### config.mk
export PLATFORM = sky130hd
export DESIGN_NAME = xfire_in_fifo
export DESIGN_NICKNAME = d
export VERILOG_FILES = /design/src/rtl/xfire_in_fifo.sv
export SDC_FILE = /design/constraint.sdc
export NUM_CORES = 1
export LEC_CHECK = 0
export BUFFER_PORTS_ARGS = -buffer_cell sky130_fd_sc_hd__buf_2
export CORE_ASPECT_RATIO = 0.9
export CORE_MARGIN = 3
export CORE_UTILIZATION = 50
export CTS_CLUSTER_SIZE = 40
export DETAILED_ROUTE_END_ITERATION = 10
export PLACE_DENSITY = 0.74
export SLEW_MARGIN = 5
export SYNTH_ARGS = -nofsm -noshare
export SYNTH_HDL_FRONTEND = slang
export SYNTH_SLANG_ARGS = --single-unit
### constraint.sdc
create_clock -name clk -period 2.6 [get_ports clk]
set_clock_uncertainty 0.2 [all_clocks]
set_input_delay 0.78 -clock clk [delete_from_list [all_inputs] [get_ports clk]]
set_output_delay 0.78 -clock clk [all_outputs]
set_load 0.01 [all_outputs]
### src/rtl/xfire_in_fifo.sv
// Register-based first-word-fall-through input FIFO feeding xfire_core.
// Valid/ready on both sides, with a fill count, a registered almost_full flag and a sticky overflow flag.
module xfire_in_fifo #(
    parameter int DATA_W   = 16,
    parameter int DEPTH    = 4,
    parameter int AFULL_TH = 3
) (
    input  logic                         clk,
    input  logic                         srst,
    input  logic                         enable,
    input  logic [DATA_W-1:0]            in_data,
    input  logic                         in_valid,
    output logic                         in_ready,
    output logic [DATA_W-1:0]            out_data,
    output logic                         out_valid,
    input  logic                         out_ready,
    output logic [$clog2(DEPTH+1)-1:0]   count,
    output logic                         almost_full,
    output logic                         overflow
);

    localparam int PTR_W = $clog2(DEPTH);
    localparam int CNT_W = $clog2(DEPTH+1);
    localparam logic [CNT_W-1:0] FULL_CNT = CNT_W'(DEPTH);
    localparam logic [CNT_W-1:0] AF_CNT   = CNT_W'(AFULL_TH);

    logic [DATA_W-1:0] r_mem [DEPTH];
    logic [PTR_W-1:0]  r_wr_ptr;
    logic [PTR_W-1:0]  r_rd_ptr;
    logic [CNT_W-1:0]  r_count;
    logic              r_afull;
    logic              r_ovf;

    logic [CNT_W-1:0]  w_count_nxt;
    logic              w_push;
    logic              w_pop;
    logic              w_full;
    logic              w_empty;

    assign w_full      = (r_count == FULL_CNT);
    assign w_empty     = (r_count == '0);
    assign in_ready    = enable & ~w_full;
    assign out_valid   = enable & ~w_empty;
    assign out_data    = r_mem[r_rd_ptr];
    assign w_push      = in_valid & in_ready;
    assign w_pop       = out_valid & out_ready;
    assign count       = r_count;
    assign almost_full = r_afull;
    assign overflow    = r_ovf;

    always_comb begin
        w_count_nxt = r_count;
        case ({w_push, w_pop})
            2'b10:   w_count_nxt = r_count + 1'b1;
            2'b01:   w_count_nxt = r_count - 1'b1;
            default: w_count_nxt = r_count;
        endcase
    end

    // Pointers wrap naturally because DEPTH is a power of two.
    always_ff @(posedge clk) begin
        if (srst) begin
            r_wr_ptr <= '0;
            r_rd_ptr <= '0;
            r_count  <= '0;
            r_afull  <= 1'b0;
            r_ovf    <= 1'b0;
        end else begin
            if (w_push) r_wr_ptr <= r_wr_ptr + 1'b1;
            if (w_pop)  r_rd_ptr <= r_rd_ptr + 1'b1;
            r_count <= w_count_nxt;
            r_afull <= (w_count_nxt >= AF_CNT);
            if (enable & in_valid & w_full) r_ovf <= 1'b1;
        end
    end

    // Storage is not reset; a push coinciding with srst is discarded.
    always_ff @(posedge clk) begin
        if (w_push & ~srst) r_mem[r_wr_ptr] <= in_data;
    end

`ifdef RTL_DEBUG
    logic [PTR_W-1:0] w_dbg_diff;
    assign w_dbg_diff = r_wr_ptr - r_rd_ptr;

    always_ff @(posedge clk) begin
        if (!srst) begin
            if (r_count > FULL_CNT)   $error("xfire_in_fifo: count above DEPTH");
            if (w_push && w_full)     $error("xfire_in_fifo: push while full");
            if (w_pop && w_empty)     $error("xfire_in_fifo: pop while empty");
            if (r_count != (CNT_W'(w_dbg_diff) + (w_full ? FULL_CNT : {CNT_W{1'b0}})))
                $error("xfire_in_fifo: count disagrees with pointers");
        end
    end
`endif

endmodule

==> report_table.html, run 1 <==
<table>
<tr><th>Metric</th><th>Value</th></tr>
<tr><th colspan="2">Run status</th></tr>
<tr><td>Outcome</td><td>finished, final reports clean</td></tr>
<tr><th colspan="2">Clock tree</th></tr>
<tr><td>Clock Sinks</td><td>75</td></tr>
<tr><td>Clk buf depth</td><td>2</td></tr>
<tr><td>Clock latency at the later pin of the worst-skew pair</td><td>0.32 ns</td></tr>
<tr><td>Setup Fix Bufs, Post-CTS</td><td>0</td></tr>
<tr><td>TritonCTS Buffers</td><td>9</td></tr>
<tr><td>CTS tree</td><td>built</td></tr>
<tr><td>Clock Tree Root</td><td>sky130_fd_sc_hd__clkbuf_8</td></tr>
<tr><td>Quantity of hold-fixing buffers added after cts</td><td>0</td></tr>
<tr><td>CTS HTree Levels</td><td>3</td></tr>
<tr><td>Clock edge transition at the registers on the reported setup and hold paths</td><td>0.07 ns</td></tr>
<tr><th colspan="2">Global routing</th></tr>
<tr><td>Initial antenna violation count</td><td>0</td></tr>
<tr><td>Maximum number of pins on one net before global-route repair</td><td>15</td></tr>
<tr><td>Vias in the first global route</td><td>1641</td></tr>
<tr><td>Overall Global Routing Usage</td><td>16.8%</td></tr>
<tr><td>First-pass GRT wire length</td><td>8290 um</td></tr>
<tr><td>GR Overflow Total</td><td>0</td></tr>
<tr><th colspan="2">Worst setup path</th></tr>
<tr><td>Category of the most critical setup path</td><td>reg -&gt; out</td></tr>
<tr><td>Crit path DAT</td><td>1.53 ns</td></tr>
<tr><td>Worst Path Max Fanout</td><td>9</td></tr>
<tr><td>Reg-to-reg critical path endpoint</td><td>almost_full</td></tr>
<tr><td>Crit. End Element</td><td>output port</td></tr>
<tr><td>Depth of the worst register-to-register path</td><td>8</td></tr>
<tr><td>Setup slack of the worst register-to-register path</td><td>0.16 ns</td></tr>
<tr><td>Crit path largest cell delay</td><td>0.53 ns</td></tr>
<tr><td>Slowest cell on the critical path</td><td>sky130_fd_sc_hd__mux4_2</td></tr>
<tr><td>Critical path required time</td><td>1.62 ns</td></tr>
<tr><td>Cells along the critical path</td><td>buf_6 -&gt; mux4_2 -&gt; buf_2</td></tr>
<tr><td>Kind of start point of the critical path</td><td>flip-flop</td></tr>
<tr><td>R2R Path Start</td><td>count[1]</td></tr>
<tr><th colspan="2">Final layout</th></tr>
<tr><td>Number of nets in the layout</td><td>238</td></tr>
<tr><td>Area of all placed cells without fillers</td><td>3460 um^2</td></tr>
<tr><td>Fraction of final layout cells sized beyond drive strength 1</td><td>44.9%</td></tr>
<tr><td>Count of antenna diodes in the layout</td><td>0</td></tr>
<tr><td>Number of standard cells in the layout, taps in and fillers out</td><td>283</td></tr>
<tr><td>Area growth, synth to finish</td><td>20.1%</td></tr>
<tr><th colspan="2">Yosys</th></tr>
<tr><td>Number of instances in the synthesized netlist</td><td>144</td></tr>
<tr><td>Number of unique standard cell types used by synthesis</td><td>34</td></tr>
<tr><td>Netlist area before placement</td><td>2880 um^2</td></tr>
<tr><td>Synth Net Count</td><td>171</td></tr>
<tr><td>Total of flip-flops plus latches after synthesis</td><td>75</td></tr>
<tr><td>Sequential element share of the synthesized area</td><td>74.3%</td></tr>
<tr><td>Count of warnings emitted by yosys</td><td>0</td></tr>
<tr><td>Syn Area/Cell</td><td>20.0 um^2</td></tr>
<tr><th colspan="2">STA</th></tr>
<tr><td>Shortest clock period the worst path allows after layout</td><td>2.51 ns</td></tr>
<tr><td>Sum Neg Setup Slack</td><td>0 ns</td></tr>
<tr><td>Slew Limit Fails</td><td>0</td></tr>
<tr><td>Final setup violation count</td><td>0</td></tr>
<tr><td>Period utilisation layout</td><td>96.5%</td></tr>
<tr><td>Relative slew slack</td><td>78.2%</td></tr>
<tr><td>Final-report hold violation count</td><td>0</td></tr>
<tr><td>Unrepaired setup endpoints after global routing</td><td>false</td></tr>
<tr><td>Peak Freq</td><td>0.399 GHz</td></tr>
<tr><td>Slew at the pin closest to its max-slew limit</td><td>0.324 ns</td></tr>
<tr><th colspan="2">Place</th></tr>
<tr><td>RePlAce Congestion</td><td>0.756</td></tr>
<tr><td>Instance area at placement</td><td>3280 um^2</td></tr>
<tr><td>Placed cells</td><td>267</td></tr>
<tr><td>Number of port buffers</td><td>43</td></tr>
<tr><td>Detail Placement HPWL</td><td>3470 um</td></tr>
<tr><th colspan="2">Power and ir drop</th></tr>
<tr><td>Switching Share</td><td>22.6%</td></tr>
<tr><td>Proportion of power drawn by combinational gates</td><td>9.2%</td></tr>
<tr><td>Leak Pwr</td><td>1.26 nW</td></tr>
<tr><td>Power share of the clock group</td><td>31.9%</td></tr>
<tr><td>Relative contribution of sequential cells to total power</td><td>58.9%</td></tr>
<tr><td>Cell-internal power</td><td>1.78 mW</td></tr>
<tr><td>Sw power</td><td>0.517 mW</td></tr>
<tr><td>Total power per unit cell area</td><td>663 nW/um^2</td></tr>
<tr><td>Total Power Consumption</td><td>2.29 mW</td></tr>
<tr><td>Largest voltage drop on the vdd net</td><td>0.435 mV</td></tr>
<tr><th colspan="2">Worst hold path</th></tr>
<tr><td>Endpoint, Worst Hold</td><td>overflow</td></tr>
<tr><td>Path type of the worst min-delay path</td><td>reg -&gt; reg</td></tr>
<tr><td>Hold_sp</td><td>overflow</td></tr>
<tr><td>Cell depth of the worst min-delay path</td><td>2</td></tr>
<tr><th colspan="2">Floorplanning</th></tr>
<tr><td>Area of the die</td><td>6710 um^2</td></tr>
<tr><td>Die H</td><td>78.0 um</td></tr>
<tr><td>Horizontal die dimension</td><td>86.0 um</td></tr>
<tr><td>Starting density of the core</td><td>53.2%</td></tr>
<tr><td>I/O pin count</td><td>44</td></tr>
<tr><td>Core ar.</td><td>5410 um^2</td></tr>
<tr><td>Number of rows in the core area</td><td>25</td></tr>
<tr><th colspan="2">Routing</th></tr>
<tr><td>Number of nets with antenna violations after detailed routing</td><td>0</td></tr>
<tr><td>Average detailed-routed wire length per instance</td><td>17.6 um</td></tr>
<tr><td>Final routed DRC violation total</td><td>0</td></tr>
<tr><td>Routed wire length</td><td>4970 um</td></tr>
<tr><td>Per-cell via count in the routed design</td><td>5.41</td></tr>
<tr><td>DRC violation total after the first TritonRoute iteration</td><td>57</td></tr>
<tr><td>Vias</td><td>1530</td></tr>
<tr><td>Number of iterations in the first detailed-routing pass</td><td>5</td></tr>
<tr><th colspan="2">Job</th></tr>
<tr><td>Number of maximum-capacitance constraint violations</td><td>0</td></tr>
</table>
## routing by layer
layer	global-route usage [%]	routed length (um)
met1	19.8	2040
met2	28.7	2710
met3	5.25	187
met4	6.17	32
met5	0	0
## flip-flops by register name (all words and copies together), names as in the netlist, named ones only
signal       count
r_mem           64
count            3
r_rd_ptr         2
r_wr_ptr         2
almost_full      1
overflow         1
## power groups by stage
stage	logic, mW	clock network [mW]	registers, mW
final	0.210	0.732	1.35
after global routing	0.234	0.820	1.35
after CTS	0.211	0.752	1.35
after detailed placement	0.210	0	1.38
after global placement	0.200	0	1.37
after floorplan	0.118	0	1.38
## worst max-delay path: cells and delay by family, from the launching register on
kind / cells / cell delay [ns]
buffers and inverters: 2 / 0.33
muxes: 1 / 0.53
DFF: 1 / 0.35
## worst max path at each step
stage,from,end
final,flip-flop,out_data[5]
after floorplan,in_valid,almost_full
after CTS,flip-flop,out_data[5]
after detailed placement,enable,almost_full
after global placement,enable,almost_full
after global routing,count[1],almost_full
## through the flow
stage	worst slack (ns)	hold slack, ns	util (%)
3_5_place_dp	-0.163	0.251	60.7
5_1_grt	0.0114	0.290	64.0
6_report	0.0914	0.281	64.0
4_1_cts	0.0000948	0.281	63.7
3_3_place_gp	-0.0529	0.257	60.7
2_1_floorplan	0.0604	0.292	-
## kinds of logic after synthesis
logic type	count (synthesis)	share of synthesized area [%]
flip-flops	75	74.3
AND/OR/NAND/NOR	23	4.60
multiplexers	17	12.9
AO/OA/AOI/OAI	12	2.95
buffers and inverters	8	1.48
adder cells (fa/ha/maj)	6	2.87
XOR/XNOR	3	0.912
## layout make-up
| class | count | area (um^2) |
|---|---|---|
| Fill cell | 394 | 1950 |
| Tap cell | 67 | 83.8 |
| Clock inverter | 6 | 32.5 |
| Clock buffer | 10 | 128 |
| Multi-Input combinational cell | 61 | 703 |
| Timing Repair Buffer | 61 | 358 |
| Sequential cell | 75 | 2150 |
| Inverter | 3 | 11.3 |
## what timing repair did
item / CTS / global route
endpoints found under the setup margin: 0 / 16
resized for setup: 0 / 6
endpoints found under the hold margin: 0 / 0
## cell usage in the layout, fill, tap and decap left out, types with 2 or more instances in the layout
cell type and instances:
sky130_fd_sc_hd__clkbuf_8 9, sky130_fd_sc_hd__edfxtp_1 64, sky130_fd_sc_hd__buf_6 2, sky130_fd_sc_hd__ha_1 5, sky130_fd_sc_hd__xnor2_1 2, sky130_fd_sc_hd__mux4_2 16
sky130_fd_sc_hd__nor2_1 7, sky130_fd_sc_hd__clkinv_1 3, sky130_fd_sc_hd__nand2_1 3, sky130_fd_sc_hd__buf_2 43, sky130_fd_sc_hd__inv_1 3, sky130_fd_sc_hd__dfxtp_2 3
sky130_fd_sc_hd__buf_4 16, sky130_fd_sc_hd__dfxtp_1 8, sky130_fd_sc_hd__and2_1 4, sky130_fd_sc_hd__o21ai_0 2, sky130_fd_sc_hd__a21oi_1 3
## Yosys cell counts
master                     count  area, um^2
sky130_fd_sc_hd__a21o_2        1        8.76
sky130_fd_sc_hd__o31a_2        1        10.0
sky130_fd_sc_hd__or4b_1        1        10.0
sky130_fd_sc_hd__buf_4         1        7.51
sky130_fd_sc_hd__nand2_1       3        11.3
sky130_fd_sc_hd__mux2i_1       1        10.0
sky130_fd_sc_hd__ha_1          5        62.6
sky130_fd_sc_hd__buf_6         1        11.3
sky130_fd_sc_hd__o211ai_1      1        7.51
sky130_fd_sc_hd__or3_1         1        6.26
sky130_fd_sc_hd__o31ai_1       1        7.51
sky130_fd_sc_hd__nand2b_1      1        6.26
sky130_fd_sc_hd__and2b_2       1        8.76
sky130_fd_sc_hd__xnor2_1       2        17.5
sky130_fd_sc_hd__nor3_1        1        5.00
sky130_fd_sc_hd__fa_1          1        20.0
sky130_fd_sc_hd__inv_1         3        11.3
sky130_fd_sc_hd__nor2b_1       1        6.26
sky130_fd_sc_hd__nor3b_1       1        7.51
sky130_fd_sc_hd__xor2_1        1        8.76
sky130_fd_sc_hd__clkbuf_1      2        7.51
sky130_fd_sc_hd__dfxtp_1      11         220
sky130_fd_sc_hd__mux4_2       16         360
sky130_fd_sc_hd__nor3b_2       1        12.5
sky130_fd_sc_hd__o311a_2       1        11.3
sky130_fd_sc_hd__or4_1         1        7.51
sky130_fd_sc_hd__and2_1        4        25.0
sky130_fd_sc_hd__a31o_1        1        8.76
sky130_fd_sc_hd__nor2_1        7        26.3
sky130_fd_sc_hd__a31oi_1       1        6.26
sky130_fd_sc_hd__a21oi_1       3        15.0
sky130_fd_sc_hd__buf_2         1        5.00
sky130_fd_sc_hd__o21ai_0       2        10.0
sky130_fd_sc_hd__edfxtp_1     64        1920
Note: power is estimated with default switching activity, not from simulation.
==> run 2: changes to the inputs <==
--- a/config.mk
+++ b/config.mk
@@ -11,7 +11,7 @@
 export CORE_UTILIZATION = 50
 export CTS_CLUSTER_SIZE = 40
 export DETAILED_ROUTE_END_ITERATION = 10
-export PLACE_DENSITY = 0.74
+export PLACE_DENSITY_LB_ADDON = 0.3
 export SLEW_MARGIN = 5
 export SYNTH_ARGS = -nofsm -noshare
 export SYNTH_HDL_FRONTEND = slang
==> run 2 against run 1 <==
  * Wire length grew 4.0%
  * First-iteration DRC count grew 12%
  * Highest routed layer unchanged
  * Clock power up 14%
  * Final cell count is 0.71% higher
  * Fmax down 0.40%
  * Die area is the same
  * Total power is 4.6% higher
  * Register-to-register slack improved by 0.04 ns
  * Critical path depth is the same
  * Sequential cell count unchanged
  * Setup slack got worse by 0.010 ns
==> report_table.html, run 2 (same netlist as run 1, synthesis figures left out) <==
<table>
<tr><th>Metric</th><th>Value</th></tr>
<tr><th colspan="2">Routing</th></tr>
<tr><td>DRC violation total after the first TritonRoute iteration</td><td>64 (+12%)</td></tr>
<tr><td>Average detailed-routed wire length per instance</td><td>18.1 um (+3.3%)</td></tr>
<tr><td>Final routed DRC violation total</td><td>0 (unchanged)</td></tr>
<tr><td>Routed wire length</td><td>5170 um (+4.0%)</td></tr>
<tr><td>Number of iterations in the first detailed-routing pass</td><td>4 (-1)</td></tr>
<tr><td>Number of nets with antenna violations after detailed routing</td><td>0 (unchanged)</td></tr>
<tr><td>Per-cell via count in the routed design</td><td>5.38 (-0.51%)</td></tr>
<tr><td>Vias</td><td>1533 (+0.20%)</td></tr>
<tr><th colspan="2">Floorplanning</th></tr>
<tr><td>Core ar.</td><td>5410 um^2 (unchanged)</td></tr>
<tr><td>Number of rows in the core area</td><td>25 (unchanged)</td></tr>
<tr><td>Area of the die</td><td>6710 um^2 (unchanged)</td></tr>
<tr><td>Horizontal die dimension</td><td>86.0 um (unchanged)</td></tr>
<tr><td>I/O pin count</td><td>44 (unchanged)</td></tr>
<tr><td>Starting density of the core</td><td>53.2% (unchanged)</td></tr>
<tr><td>Die H</td><td>78.0 um (unchanged)</td></tr>
<tr><th colspan="2">Global routing</th></tr>
<tr><td>GR Overflow Total</td><td>0 (unchanged)</td></tr>
<tr><td>First-pass GRT wire length</td><td>8420 um (+1.7%)</td></tr>
<tr><td>Maximum number of pins on one net before global-route repair</td><td>15 (unchanged)</td></tr>
<tr><td>Vias in the first global route</td><td>1676 (+2.1%)</td></tr>
<tr><td>Initial antenna violation count</td><td>0 (unchanged)</td></tr>
<tr><td>Overall Global Routing Usage</td><td>17.1% (+0.30 points)</td></tr>
<tr><th colspan="2">Worst setup path</th></tr>
<tr><td>Crit path DAT</td><td>1.54 ns (about the same)</td></tr>
<tr><td>Kind of start point of the critical path</td><td>flip-flop</td></tr>
<tr><td>Depth of the worst register-to-register path</td><td>6 (-2)</td></tr>
<tr><td>Reg-to-reg critical path endpoint</td><td>almost_full</td></tr>
<tr><td>Worst Path Max Fanout</td><td>11 (+2)</td></tr>
<tr><td>R2R Path Start</td><td>count[1]</td></tr>
<tr><td>Setup slack of the worst register-to-register path</td><td>0.20 ns (+0.04 ns)</td></tr>
<tr><td>Category of the most critical setup path</td><td>reg -&gt; out</td></tr>
<tr><td>Critical path required time</td><td>1.62 ns (about the same)</td></tr>
<tr><td>Worst setup path endpoint</td><td>out_data[3]</td></tr>
<tr><td>Crit. End Element</td><td>output port</td></tr>
<tr><th colspan="2">Run status</th></tr>
<tr><td>Outcome</td><td>finished, final reports clean</td></tr>
<tr><th colspan="2">STA</th></tr>
<tr><td>Sum Neg Setup Slack</td><td>0 ns (unchanged)</td></tr>
<tr><td>Final setup violation count</td><td>0 (unchanged)</td></tr>
<tr><td>Crit path setup slack, layout</td><td>0.0814 ns (-0.0101 ns)</td></tr>
<tr><td>Peak Freq</td><td>0.397 GHz (-0.40%)</td></tr>
<tr><td>Relative slew slack</td><td>79.2% (+0.94 points)</td></tr>
<tr><td>Slew at the pin closest to its max-slew limit</td><td>0.310 ns (-0.0139 ns)</td></tr>
<tr><td>Shortest clock period the worst path allows after layout</td><td>2.52 ns (+0.0101 ns)</td></tr>
<tr><td>Unrepaired setup endpoints after global routing</td><td>false</td></tr>
<tr><td>Final-report hold violation count</td><td>0 (unchanged)</td></tr>
<tr><td>Period utilisation layout</td><td>96.9% (+0.39 points)</td></tr>
<tr><td>Slew Limit Fails</td><td>0 (unchanged)</td></tr>
<tr><th colspan="2">Clock tree</th></tr>
<tr><td>Setup Fix Bufs, Post-CTS</td><td>0 (unchanged)</td></tr>
<tr><td>CTS tree</td><td>built</td></tr>
<tr><td>Clock Sinks</td><td>75 (unchanged)</td></tr>
<tr><td>TritonCTS Buffers</td><td>9 (unchanged)</td></tr>
<tr><td>CTS HTree Levels</td><td>3 (unchanged)</td></tr>
<tr><td>Clk buf depth</td><td>2 (unchanged)</td></tr>
<tr><td>Quantity of hold-fixing buffers added after cts</td><td>0 (unchanged)</td></tr>
<tr><td>Clock edge transition at the registers on the reported setup and hold paths</td><td>0.07 ns (about the same)</td></tr>
<tr><td>Clock latency at the later pin of the worst-skew pair</td><td>0.34 ns (+0.02 ns)</td></tr>
<tr><td>Resized cells post-CTS</td><td>2 (+2)</td></tr>
<tr><td>Clock Tree Root</td><td>sky130_fd_sc_hd__clkbuf_8</td></tr>
<tr><th colspan="2">Place</th></tr>
<tr><td>Number of port buffers</td><td>43 (unchanged)</td></tr>
<tr><td>RePlAce Congestion</td><td>0.740 (-2.1%)</td></tr>
<tr><td>Post-placement setup slack</td><td>-0.104 ns (+0.0589 ns)</td></tr>
<tr><td>Instance area at placement</td><td>3300 um^2 (+0.46%)</td></tr>
<tr><td>Detail Placement HPWL</td><td>3660 um (+5.7%)</td></tr>
<tr><th colspan="2">Job</th></tr>
<tr><td>Number of maximum-capacitance constraint violations</td><td>0 (unchanged)</td></tr>
<tr><th colspan="2">Final layout</th></tr>
<tr><td>Area growth, synth to finish</td><td>21.6%</td></tr>
<tr><td>Largest register by flop count</td><td>r_mem</td></tr>
<tr><td>Area of all placed cells without fillers</td><td>3500 um^2 (+1.2%)</td></tr>
<tr><td>Leading cell types in the layout, fill and taps excluded</td><td>64 x sky130_fd_sc_hd__edfxtp_1, 43 x sky130_fd_sc_hd__buf_2, 18 x sky130_fd_sc_hd__buf_4</td></tr>
<tr><td>Number of nets in the layout</td><td>240 (+0.84%)</td></tr>
<tr><td>Fraction of final layout cells sized beyond drive strength 1</td><td>46.3% (+1.4 points)</td></tr>
<tr><td>Count of antenna diodes in the layout</td><td>0 (unchanged)</td></tr>
<tr><td>Most common cell after layout, fill and taps aside</td><td>sky130_fd_sc_hd__edfxtp_1</td></tr>
<tr><td>Flip-flop count of the largest register, all copies and words added</td><td>64 (unchanged)</td></tr>
<tr><th colspan="2">Power and ir drop</th></tr>
<tr><td>Largest voltage drop on the vdd net</td><td>0.375 mV (-14%)</td></tr>
<tr><td>Total Power Consumption</td><td>2.40 mW (+4.6%)</td></tr>
<tr><td>Leak Pwr</td><td>1.29 nW (+2.6%)</td></tr>
<tr><td>Total power per unit cell area</td><td>684 nW/um^2 (+3.3%)</td></tr>
<tr><th colspan="2">Worst hold path</th></tr>
<tr><td>Path type of the worst min-delay path</td><td>reg -&gt; reg</td></tr>
</table>
run 2: routing by layer:
layer | wire length (um) | up-vias | global-route usage (%) | part of all wire, %
met1 | 2080 | 777 | 19.7 | 40
met3 | 270 | 6 | 6.19 | 5.2
met2 | 2780 | 35 | 29.1 | 54
met5 | 0 | - | 0 | 0
met4 | 39 | 0 | 6.17 | 0.75
li1 | - | 715 | - | -
run 2: layout make-up:
type | count | area [um^2]
clock inverter | 5 | 53.8
tap | 67 | 83.8
inverter | 3 | 11.3
multi-input combinational | 61 | 697
fill | 395 | 1910
sequential | 75 | 2150
timing repair buffer | 63 | 382
clock buffer | 11 | 131
run 2: worst min path at each step:
stage                start           to  cells past startpoint
2_1_floorplan  r_wr_ptr[0]  r_wr_ptr[0]                      2
3_3_place_gp      overflow     overflow                      2
3_5_place_dp      overflow     overflow                      2
4_1_cts           overflow     overflow                      2
5_1_grt           overflow     overflow                      2
6_report          overflow     overflow                      2
run 2: report_power, final:
group / internal (mW) / leakage, nW / switching (mW)
Sequential: 1.33 / 0.669 / 0.0215
Combinational: 0.113 / 0.524 / 0.102
Clock: 0.440 / 0.0971 / 0.391
run 2: critical path, stage by stage (launching register included):
cell and delay [ns]:
sky130_fd_sc_hd__dfxtp_2 0.36, sky130_fd_sc_hd__buf_12 0.16, sky130_fd_sc_hd__mux4_2 0.52, sky130_fd_sc_hd__buf_2 0.16
run 2: through the flow:
stage	cells	hold slack, ns	utilization [%]
6_report	285	0.280	64.8
5_1_grt	285	0.315	64.8
4_1_cts	285	0.281	64.5
3_5_place_dp	269	0.257	61.0
3_3_place_gp	269	0.252	61.0
2_1_floorplan	144	0.292	-
